## src/rtl/voice_allocator_pkg.sv

```systemverilog
// Shared definitions for the polyphonic voice allocator: MIDI constants,
// the allocator FSM encoding and an index-width helper.
package voice_allocator_pkg;

    localparam int MIDI_W = 7;
    localparam logic [MIDI_W-1:0] MIDI_SILENT = 7'd0;

    typedef enum logic [1:0] {
        ST_IDLE   = 2'd0,
        ST_SCAN   = 2'd1,
        ST_COMMIT = 2'd2
    } state_t;

    // Width of a voice index; never narrower than one bit.
    function automatic int idx_bits(input int n);
        return (n > 1) ? $clog2(n) : 1;
    endfunction

endpackage

```

## src/rtl/voice_scan_cmp.sv

```systemverilog
// Examines one voice against the latched event note and folds it into the
// running match / first-free / oldest flags carried across the scan.
module voice_scan_cmp
    import voice_allocator_pkg::*;
#(
    parameter int IDX_W = 3,
    parameter int AGE_W = 8
) (
    input  logic [MIDI_W-1:0] note,
    input  logic [AGE_W-1:0]  age,
    input  logic [IDX_W-1:0]  idx,
    input  logic [MIDI_W-1:0] target,
    input  logic              match_in,
    input  logic [IDX_W-1:0]  match_idx_in,
    input  logic              free_in,
    input  logic [IDX_W-1:0]  free_idx_in,
    input  logic [AGE_W-1:0]  oldest_age_in,
    input  logic [IDX_W-1:0]  oldest_idx_in,
    output logic              match_out,
    output logic [IDX_W-1:0]  match_idx_out,
    output logic              free_out,
    output logic [IDX_W-1:0]  free_idx_out,
    output logic [AGE_W-1:0]  oldest_age_out,
    output logic [IDX_W-1:0]  oldest_idx_out
);

    // First hit wins for match/free; a strictly greater age wins for oldest so ties keep the lower index.
    always_comb begin
        match_out      = match_in;
        match_idx_out  = match_idx_in;
        free_out       = free_in;
        free_idx_out   = free_idx_in;
        oldest_age_out = oldest_age_in;
        oldest_idx_out = oldest_idx_in;
        if (!match_in && (note != MIDI_SILENT) && (note == target)) begin
            match_out     = 1'b1;
            match_idx_out = idx;
        end
        if (!free_in && (note == MIDI_SILENT)) begin
            free_out     = 1'b1;
            free_idx_out = idx;
        end
        if (age > oldest_age_in) begin
            oldest_age_out = age;
            oldest_idx_out = idx;
        end
    end

endmodule

```

## src/rtl/voice_allocator.sv

```systemverilog
// Polyphony controller: maps MIDI note-on/off events onto NVOICES voices,
// preferring retrigger, then a free voice, then stealing the oldest voice.
module voice_allocator
    import voice_allocator_pkg::*;
#(
    parameter int NVOICES = 8,
    parameter int AGE_W   = 8
) (
    input  logic                          clk,
    input  logic                          rst_n,
    input  logic                          i_valid,
    output logic                          o_ready,
    input  logic                          i_note_on,
    input  logic [MIDI_W-1:0]             i_midi,
    input  logic                          i_all_off,
    output logic [MIDI_W*NVOICES-1:0]     o_voice_midi,
    output logic [NVOICES-1:0]            o_voice_active,
    output logic                          o_done,
    output logic                          o_stolen,
    output logic [idx_bits(NVOICES)-1:0]  o_voice_idx
);

    localparam int IDX_W = idx_bits(NVOICES);
    localparam logic [IDX_W-1:0] LAST_IDX = IDX_W'(NVOICES - 1);
    localparam logic [AGE_W-1:0] AGE_MAX  = {AGE_W{1'b1}};

    state_t state, next_state;
    logic scan_en, commit_en, accept;

    logic [MIDI_W-1:0] notes [NVOICES];
    logic [AGE_W-1:0]  ages  [NVOICES];

    logic              lat_on;
    logic [MIDI_W-1:0] lat_note;
    logic [IDX_W-1:0]  idx;

    logic              match_found, free_found;
    logic [IDX_W-1:0]  match_idx, free_idx, old_idx;
    logic [AGE_W-1:0]  old_age;
    logic              nx_match, nx_free;
    logic [IDX_W-1:0]  nx_match_idx, nx_free_idx, nx_old_idx;
    logic [AGE_W-1:0]  nx_old_age;

    logic              hit, steal, age_adv;
    logic [IDX_W-1:0]  tgt_idx;
    logic [MIDI_W-1:0] tgt_note;

    // FSM state register
    always_ff @(posedge clk or negedge rst_n) begin
        if (!rst_n) state <= ST_IDLE;
        else        state <= next_state;
    end

    // FSM next-state logic; panic always forces IDLE
    always_comb begin
        next_state = state;
        if (i_all_off) begin
            next_state = ST_IDLE;
        end else begin
            case (state)
                ST_IDLE:   if (i_valid) next_state = ST_SCAN;
                ST_SCAN:   if (idx == LAST_IDX) next_state = ST_COMMIT;
                ST_COMMIT: next_state = ST_IDLE;
                default:   next_state = ST_IDLE;
            endcase
        end
    end

    // FSM outputs: handshake and phase enables
    always_comb begin
        o_ready   = 1'b0;
        scan_en   = 1'b0;
        commit_en = 1'b0;
        case (state)
            ST_IDLE:   o_ready   = 1'b1;
            ST_SCAN:   scan_en   = !i_all_off;
            ST_COMMIT: commit_en = !i_all_off;
            default:   o_ready   = 1'b0;
        endcase
    end

    assign accept = o_ready && i_valid && !i_all_off;

    voice_scan_cmp #(.IDX_W(IDX_W), .AGE_W(AGE_W)) u_cmp (
        .note           (notes[idx]),
        .age            (ages[idx]),
        .idx            (idx),
        .target         (lat_note),
        .match_in       (match_found),
        .match_idx_in   (match_idx),
        .free_in        (free_found),
        .free_idx_in    (free_idx),
        .oldest_age_in  (old_age),
        .oldest_idx_in  (old_idx),
        .match_out      (nx_match),
        .match_idx_out  (nx_match_idx),
        .free_out       (nx_free),
        .free_idx_out   (nx_free_idx),
        .oldest_age_out (nx_old_age),
        .oldest_idx_out (nx_old_idx)
    );

    // Event latch and one-voice-per-cycle scan bookkeeping
    always_ff @(posedge clk or negedge rst_n) begin
        if (!rst_n) begin
            lat_on      <= 1'b0;
            lat_note    <= MIDI_SILENT;
            idx         <= '0;
            match_found <= 1'b0;
            match_idx   <= '0;
            free_found  <= 1'b0;
            free_idx    <= '0;
            old_age     <= '0;
            old_idx     <= '0;
        end else if (accept) begin
            lat_on      <= i_note_on;
            lat_note    <= i_midi;
            idx         <= '0;
            match_found <= 1'b0;
            match_idx   <= '0;
            free_found  <= 1'b0;
            free_idx    <= '0;
            old_age     <= '0;
            old_idx     <= '0;
        end else if (scan_en) begin
            match_found <= nx_match;
            match_idx   <= nx_match_idx;
            free_found  <= nx_free;
            free_idx    <= nx_free_idx;
            old_age     <= nx_old_age;
            old_idx     <= nx_old_idx;
            if (idx != LAST_IDX) idx <= idx + 1'b1;
        end
    end

    // Commit decision: which voice is written, with what note, and whether ages advance
    always_comb begin
        hit      = 1'b0;
        steal    = 1'b0;
        age_adv  = 1'b0;
        tgt_idx  = '0;
        tgt_note = MIDI_SILENT;
        if (lat_note != MIDI_SILENT) begin
            if (lat_on) begin
                hit      = 1'b1;
                age_adv  = 1'b1;
                tgt_note = lat_note;
                if (match_found)     tgt_idx = match_idx;
                else if (free_found) tgt_idx = free_idx;
                else begin
                    tgt_idx = old_idx;
                    steal   = 1'b1;
                end
            end else if (match_found) begin
                hit     = 1'b1;
                tgt_idx = match_idx;
            end
        end
    end

    // Voice note/age storage; panic clears everything in one cycle
    always_ff @(posedge clk or negedge rst_n) begin
        if (!rst_n) begin
            for (int k = 0; k < NVOICES; k++) begin
                notes[k] <= MIDI_SILENT;
                ages[k]  <= '0;
            end
        end else if (i_all_off) begin
            for (int k = 0; k < NVOICES; k++) begin
                notes[k] <= MIDI_SILENT;
                ages[k]  <= '0;
            end
        end else if (commit_en) begin
            for (int k = 0; k < NVOICES; k++) begin
                if (hit && (tgt_idx == IDX_W'(k))) begin
                    notes[k] <= tgt_note;
                    ages[k]  <= '0;
                end else if (age_adv && (notes[k] != MIDI_SILENT) && (ages[k] != AGE_MAX)) begin
                    ages[k] <= ages[k] + 1'b1;
                end
            end
        end
    end

    // Registered commit status pulses
    always_ff @(posedge clk or negedge rst_n) begin
        if (!rst_n) begin
            o_done      <= 1'b0;
            o_stolen    <= 1'b0;
            o_voice_idx <= '0;
        end else begin
            o_done   <= commit_en;
            o_stolen <= commit_en && steal;
            if (commit_en) o_voice_idx <= hit ? tgt_idx : '0;
        end
    end

    // Flatten the per-voice notes onto the packed output bus
    always_comb begin
        o_voice_midi   = '0;
        o_voice_active = '0;
        for (int k = 0; k < NVOICES; k++) begin
            o_voice_midi[k*MIDI_W +: MIDI_W] = notes[k];
            o_voice_active[k]                = (notes[k] != MIDI_SILENT);
        end
    end

endmodule
```

## config.mk

```make
export PLATFORM = sky130hd
export DESIGN_NAME = voice_allocator
export DESIGN_NICKNAME = d
export VERILOG_FILES = /design/src/rtl/voice_allocator_pkg.sv /design/src/rtl/voice_scan_cmp.sv /design/src/rtl/voice_allocator.sv
export SDC_FILE = /design/constraint.sdc
export NUM_CORES = 1
export LEC_CHECK = 0
export ABC_AREA = 1
export CAP_MARGIN = 30
export CORE_MARGIN = 5
export CORE_UTILIZATION = 48
export CTS_BUF_LIST = sky130_fd_sc_hd__clkbuf_16
export DETAILED_ROUTE_END_ITERATION = 8
export GPL_ROUTABILITY_DRIVEN = 0
export GPL_TIMING_DRIVEN = 0
export PLACE_DENSITY = 0.68
export SLEW_MARGIN = 40
export SYNTH_ARGS = -nofsm -noshare
export SYNTH_HDL_FRONTEND = slang
export SYNTH_HIERARCHICAL = 1
export SYNTH_SLANG_ARGS = --single-unit
```

## constraint.sdc

```tcl
create_clock -name clk -period 3.6 [get_ports clk]
set_input_delay 0.54 -clock clk [delete_from_list [all_inputs] [get_ports clk]]
set_output_delay 0.54 -clock clk [all_outputs]
set_load 0.03 [all_outputs]
```

# After elaboration in Yosys (flattened, before gate mapping)
# Index checks and enable logic that the tools add are counted.
totals:
  ff_bits: 157
  out_inout_bits: 70
op_classes:
  n_bitwise: 1
  muxes: 79
  order_cmp: 2
  eq_ne: 22
  n_reduce_logical: 89
  add_sub_neg: 9
op_table:
  columns: ["operator", "n"]
  rows:
  - ["$mux W8", 21]
  - ["$mux W64", 2]
  - ["$mux W56", 2]
  - ["$mux W7", 12]
  - ["$reduce_bool A7 Y1", 10]
  - ["$add A8 B1 Y8 const B", 8]
  - ["$ne A8 B8 Y1 const B", 8]
  - ["$mux W3", 18]
  - ["$reduce_and A2 Y1", 21]
  - ["$logic_and A1 B1 Y1", 30]
  - ["$reduce_bool A2 Y1", 14]
  - ["$bmux W8 S3", 1]
  - ["$reduce_bool A3 Y1", 8]
  - ["$bmux W7 S3", 1]
  - ["$mux W1", 18]
  - ["$eq A3 B3 Y1 const B", 5]
  - ["$ne A3 B3 Y1 const B", 3]
  - ["$gt A8 B8 Y1", 1]
  - ["$eq A7 B7 Y1", 1]
  - ["$logic_not A7 Y1", 1]
  - ["$eq A3 B2 Y1 const B", 2]
  - ["$mux W2", 3]
  - ["$ge A4 B4 Y1 const B", 1]
  - ["$not A3 Y4", 1]
  - ["other kinds (8)", 10]

# Longest topological paths before layout
logic_depth:
  word_depth: 10
  ltp_mapped: 22
  depth_no_buf: 19

# Modules after synthesis
# Netlist, hierarchy kept.
modules_own_cells:
  columns: ["module", "n_inst", "area_per_inst_um2", "cells_each", "seq_area_each_um2"]
  rows:
  - ["voice_allocator", 1, 8882.3, 1175, 3928.8]
  - ["voice_scan_cmp", 1, 645.6, 127, 0.0]

# Least setup slack after synthesis
# Ideal clock, no wire load.
synth_timing:
  kind: "register -> register"
  from: "reg idx[1]"
  to: "reg old_idx[1]"
  t_required_ns: 3.474
  stages_incl_launch_ff: 19
  setup_ns: 0.126
  setup_slack_ns: 1.120
  arrival_ns: 2.354
  n_path_buf: 3
  cell_sequence: "dfrtp_1 -> clkbuf_1 -> clkbuf_1 -> o21ai_0 -> o22ai_1 -> nor2_1 -> a31oi_1 -> ha_1 -> nand2_1 -> nand2_1 -> nand2_1 -> nand2_1 -> nand2_1 -> nand2_2 -> buf_4 -> nand3_1 -> nand2_1 -> nand2_1 -> o21ai_0"
synth_via:
  word_cells_on_any_way: 10
  cone_classes: "order compare: 1; mux: 6; bitwise: 1; reduce/logical: 2"
synth_lines:
  columns: ["element", "line_no", "text"]
  rows:
  - ["start: declaration", "voice_allocator.sv:35", "logic [IDX_W-1:0] idx;"]
  - ["start signal: assignment", "voice_allocator.sv:132", "if (idx != LAST_IDX) idx <= idx + 1'b1;"]
  - ["$mux W3", "voice_scan_cmp.sv:43", "if (age > oldest_age_in) begin"]
  - ["named net nx_old_idx[1]", "voice_allocator.sv:41", "logic [IDX_W-1:0] nx_match_idx, nx_free_idx, nx_old_idx;"]
  - ["$mux W3", "voice_allocator.sv:125", "end else if (scan_en) begin"]
  - ["$mux W3", "voice_allocator.sv:115", "end else if (accept) begin"]
  - ["end signal: assignment", "voice_allocator.sv:131", "old_idx <= nx_old_idx;"]
  - ["end: declaration", "voice_allocator.sv:38", "logic [IDX_W-1:0] match_idx, free_idx, old_idx;"]
# The timed path passes the listed nets, and every way through them passes these cells. The select of a mux whose other input is x is not followed.
# A chain may end at the register's enable or synchronous reset.

# Worst setup path in the final report
layout_timing:
  from: "reg idx[0]"
  to: "reg old_idx[2]"
layout_via:
  elab_chain_len: 7
layout_lines:
  columns: ["element", "line_no", "text"]
  rows:
  - ["$not A3 Y4 (not written as such)", "voice_allocator.sv:86", ".age (ages[idx]),"]
  - ["$bmux W8 S3", "voice_allocator.sv:86", null]
  - ["$mux W8 (not written as such) (2 in a row)", "voice_allocator.sv:86", null]
  - ["$gt A8 B8 Y1", "voice_scan_cmp.sv:43", null]
  - ["$reduce_bool A2 Y1 (no line)", null, null]
  - ["$reduce_and A2 Y1 (no line)", null, null]
# Every way passes these cells. The select of a mux whose other input is x is not followed.

==> summary.md <==
| Metric | Value |
|---|---|
| Status | finished, final reports clean |
| PD cells | 798 nW/um2 |
| Syn avg cell area | 7.32 um2 |
| Final instance area | 11300 um2 |
| Sink Count | 157 |
| Clock Skews | 10.8 ps |
| Post-synthesis sequential area ratio | 0.412 |
| Pin count of the biggest net entering global routing | 73 |
| Power, Total | 9.03 mW |
| Area delta synth->final | 18.8% |
| CP Data Arrival Time | 3740 ps |
| Total vias in the final route | 9334 |
| F_max | 296 MHz |
| Crit path top cell by count | nand2_1 |
| Top post-synthesis cells by area | dfrtp_1 (41%), nand2_1 (13%), nor2_1 (6.5%) |
| I/O pin cnt | 82 |
| Worst path max stage delay | 510 ps |
| Peak supply drop | 0.000464 V |
| Max FO, Critical Path | 10 |
| Metal2 WL | 13.4 mm |
| Drt total wl | 30.4 mm |
| Leakage power | 5.34 nW |
| Worst Setup Slack post-DPL | 52.0 ps |
| Final Cycle Share | 0.940 |
| Main combinational cell family by area after synthesis | simple AND/OR/NAND/NOR gates |
| CP cell instances | clkbuf_1 > inv_2 > clkbuf_1 > o21ai_0 > a21oi_1 > a31oi_1 > ha_1 > nand2_1 > nor2_2 > nand4_2 > buf_2 > nand3_1 > nand2_1 > nand2_1 > o21ai_0 |
| Post-route ant nets | 0 |
| First-pass iteration count of the detailed router | 6 |
| Synth Instances | 1302 |
| DIE AREA | 22800 um2 |
| Ys async rst share | 1.00 |
| Starting density of the core | 0.488 |
| Total length of routed met3 wires | 2.56 mm |
| Synth top area share | 0.412 |
| First-pass GRT wire length | 48.0 mm |
| Clock transition at path regs | 70 ps |
| Synth Area in XOR/XNOR | 0.0165 |
| Die Ht | 151 um |
| Core area | 19500 um2 |
| Nets | 1434 |
| Hold Path Class | primary input to flop |
| DRC Markers | 0 |
| Flip-flop and latch count after synthesis | 157 |
| Hold Vio Cnt, Final | 0 |
| Final worst slack | 217 ps |
| Final core utilization | 0.580 |
| Ys Warns | 6 |
| Initial antenna violation count | 0 |
| Routed WL per cell | 18.1 um |
| Net Count, Synth | 1332 |
| Port Buffers | 80 |
| Layout cells sized above 1 | 0.0953 |
| Startpoint class of the critical path | flop |
| Final Non-Filler Cells | 1684 |
| Top sig layer | met4 |
| Synth top cells by count | nand2_1 (337), nor2_1 (164), dfrtp_1 (157), nand3_1 (119), inv_1 (113) |
| Root buf cell | clkbuf_16 |
| Unique masters post-synth | 45 |
| Post-Synth Simple-Gate Area | 0.337 |
| Area of the mapped netlist | 9530 um2 |
| CTS tree | done |
| Count leader, synth | nand2_1 |
| Clock latency on the worst-skew pair | 440 ps |
| Metal1 wirelength | 13.6 mm |
| Vias in the first global route | 8578 |
| Vias per cell | 5.54 |
| CTS max path bufs | 2 |
| Placed insts | 1649 |
| # setup viols final | 0 |
| Worst-path cell with the longest stage delay | dfrtp_1 |
| Placed Area | 10700 um2 |
| Rows | 51 |
| Max-cap viol count | 0 |
| Post-synth EDFFs | 0 |
| Pin slew with the least headroom to its limit | 702 ps |
| DR iter-0 viols | 864 |
| Main synth FF type | dfrtp_1 |
| H-Tree Depth | 4 |
| Synth Area in Compound Gates | 0.128 |
| Overflow after GRT | 0 |
| Post-CTS Setup Bufs | 0 |
| Die W | 151 um |
| Cell taking the most area after synthesis | dfrtp_1 |
| Critical path class | flop to flop |
| Adder-cell share of the synthesized area | 0.0236 |
| Post-DP HPWL | 22.6 mm |
| Final-layout fill cell count | 1902 |
| GRT Resource Usage Total | 0.275 |
| Slew headroom | 0.532 |
| Max Slew Vio Count | 0 |
| Critical path endpoint category | flop |
| Tmin final | 3380 ps |
| Req. time, crit path | 3950 ps |
| Mux cell area share after synthesis | 0.00709 |
| Num CTS Buffers | 17 |
[kinds of logic (layout without fill, tap and decap cells)]
group | count (synthesis) | after routing
compound gates | 216 | 216
xor+xnor | 18 | 18
fa+ha+maj | 18 | 18
buf+inv | 167 | 282
flops | 157 | 157
mux | 6 | 6
other cells | 0 | 2
simple gates | 720 | 720
[state kept, by name (all words and copies together) (netlist names), 2 cells and up]
| register | flops |
|---|---|
| lat_note | 7 |
| match_idx | 3 |
| old_age | 8 |
| ages | 64 |
| old_idx | 3 |
| o_voice_midi | 56 |
| free_idx | 3 |
| idx | 3 |
| o_voice_idx | 3 |
| state | 2 |
[layout by cell type (no fill, tap or decap), types with 6 or more instances in the layout]
master and instances:
clkdlybuf4s50_1 79, buf_2 8, o21ai_2 14, a31oi_1 16, dfrtp_1 157, nor3_1 18
nor2_2 9, nand3_2 10, nor2_1 164, nand3_1 119, a21oi_1 43, buf_6 9
o21ai_1 27, nand2_1 337, inv_1 114, clkbuf_16 17, ha_1 18, xor2_1 15
nor2_4 6, nand2_2 13, o22ai_1 8, inv_6 6, nand4_1 24, clkbuf_1 21
o21ai_0 98, mux2_2 6
[final cells by class]
type | count | area, um2 | area share
antenna | 2 | 5.00 | 0.000442
buffer | 48 | 272 | 0.0240
clock buffer | 17 | 425 | 0.0376
clock inverter | 15 | 153 | 0.0135
inverter | 119 | 452 | 0.0399
multi-input combinational | 978 | 4880 | 0.431
sequential | 157 | 3930 | 0.347
tap | 265 | 332 | 0.0293
timing repair buffer | 83 | 871 | 0.0769
[critical path: cells and delay by family, from the launching register on]
kind                     cells  cell delay [ps]
buffers and inverters        4              920
AND/OR/NAND/NOR              6              460
AO/OA/AOI/OAI                4             1090
flip-flops                   1              510
adder cells (fa/ha/maj)      1              320
[metrics by stage]
step	setup TNS, ps	hold WS (ps)
2_1_floorplan	0	244
3_3_place_gp	-730270	474
3_5_place_dp	0	447
4_1_cts	0	392
5_1_grt	-5.11	409
6_report	0	401
[layer usage]
layer / track usage / up-vias
li1: - / 4500
met5: 0 / -
met3: 0.0431 / 67
met1: 0.404 / 4339
met4: 0.0979 / 0
met2: 0.413 / 428
[power breakdown]
group	total, mW	internal (mW)	switching, mW	leakage, nW
clock network	1.81	0.977	0.832	0.282
logic	4.67	1.55	3.12	2.94
registers	2.55	2.10	0.447	2.11
total	9.03	4.63	4.40	5.34
[final timing paths]
check                                      startpoint  depth (start not counted)  slack [ps]                         end
setup / recovery                   idx[0]$_DFFE_PN0P_                         15         220      old_idx[2]$_DFFE_PN0P_
hold reg to reg            o_voice_idx[1]$_DFFE_PN0P_                          2         490  o_voice_idx[1]$_DFFE_PN0P_
max in group asynchronous                       rst_n                          3        2330         ages[6]$_DFFE_PN0P_
min in group asynchronous                       rst_n                          2         580        ages[19]$_DFFE_PN0P_
hold / removal                              i_all_off                          2         400            o_done$_DFF_PN0_
setup reg to reg                   idx[0]$_DFFE_PN0P_                         15         220      old_idx[2]$_DFFE_PN0P_
[repair_timing]
item                       4_1_cts  5_1_grt
hold buffers                     1        0
resized for setup                0       10
setup endpoints to repair        0       14
hold endpoints to repair        18        0
(Power assumes the default switching activity.)
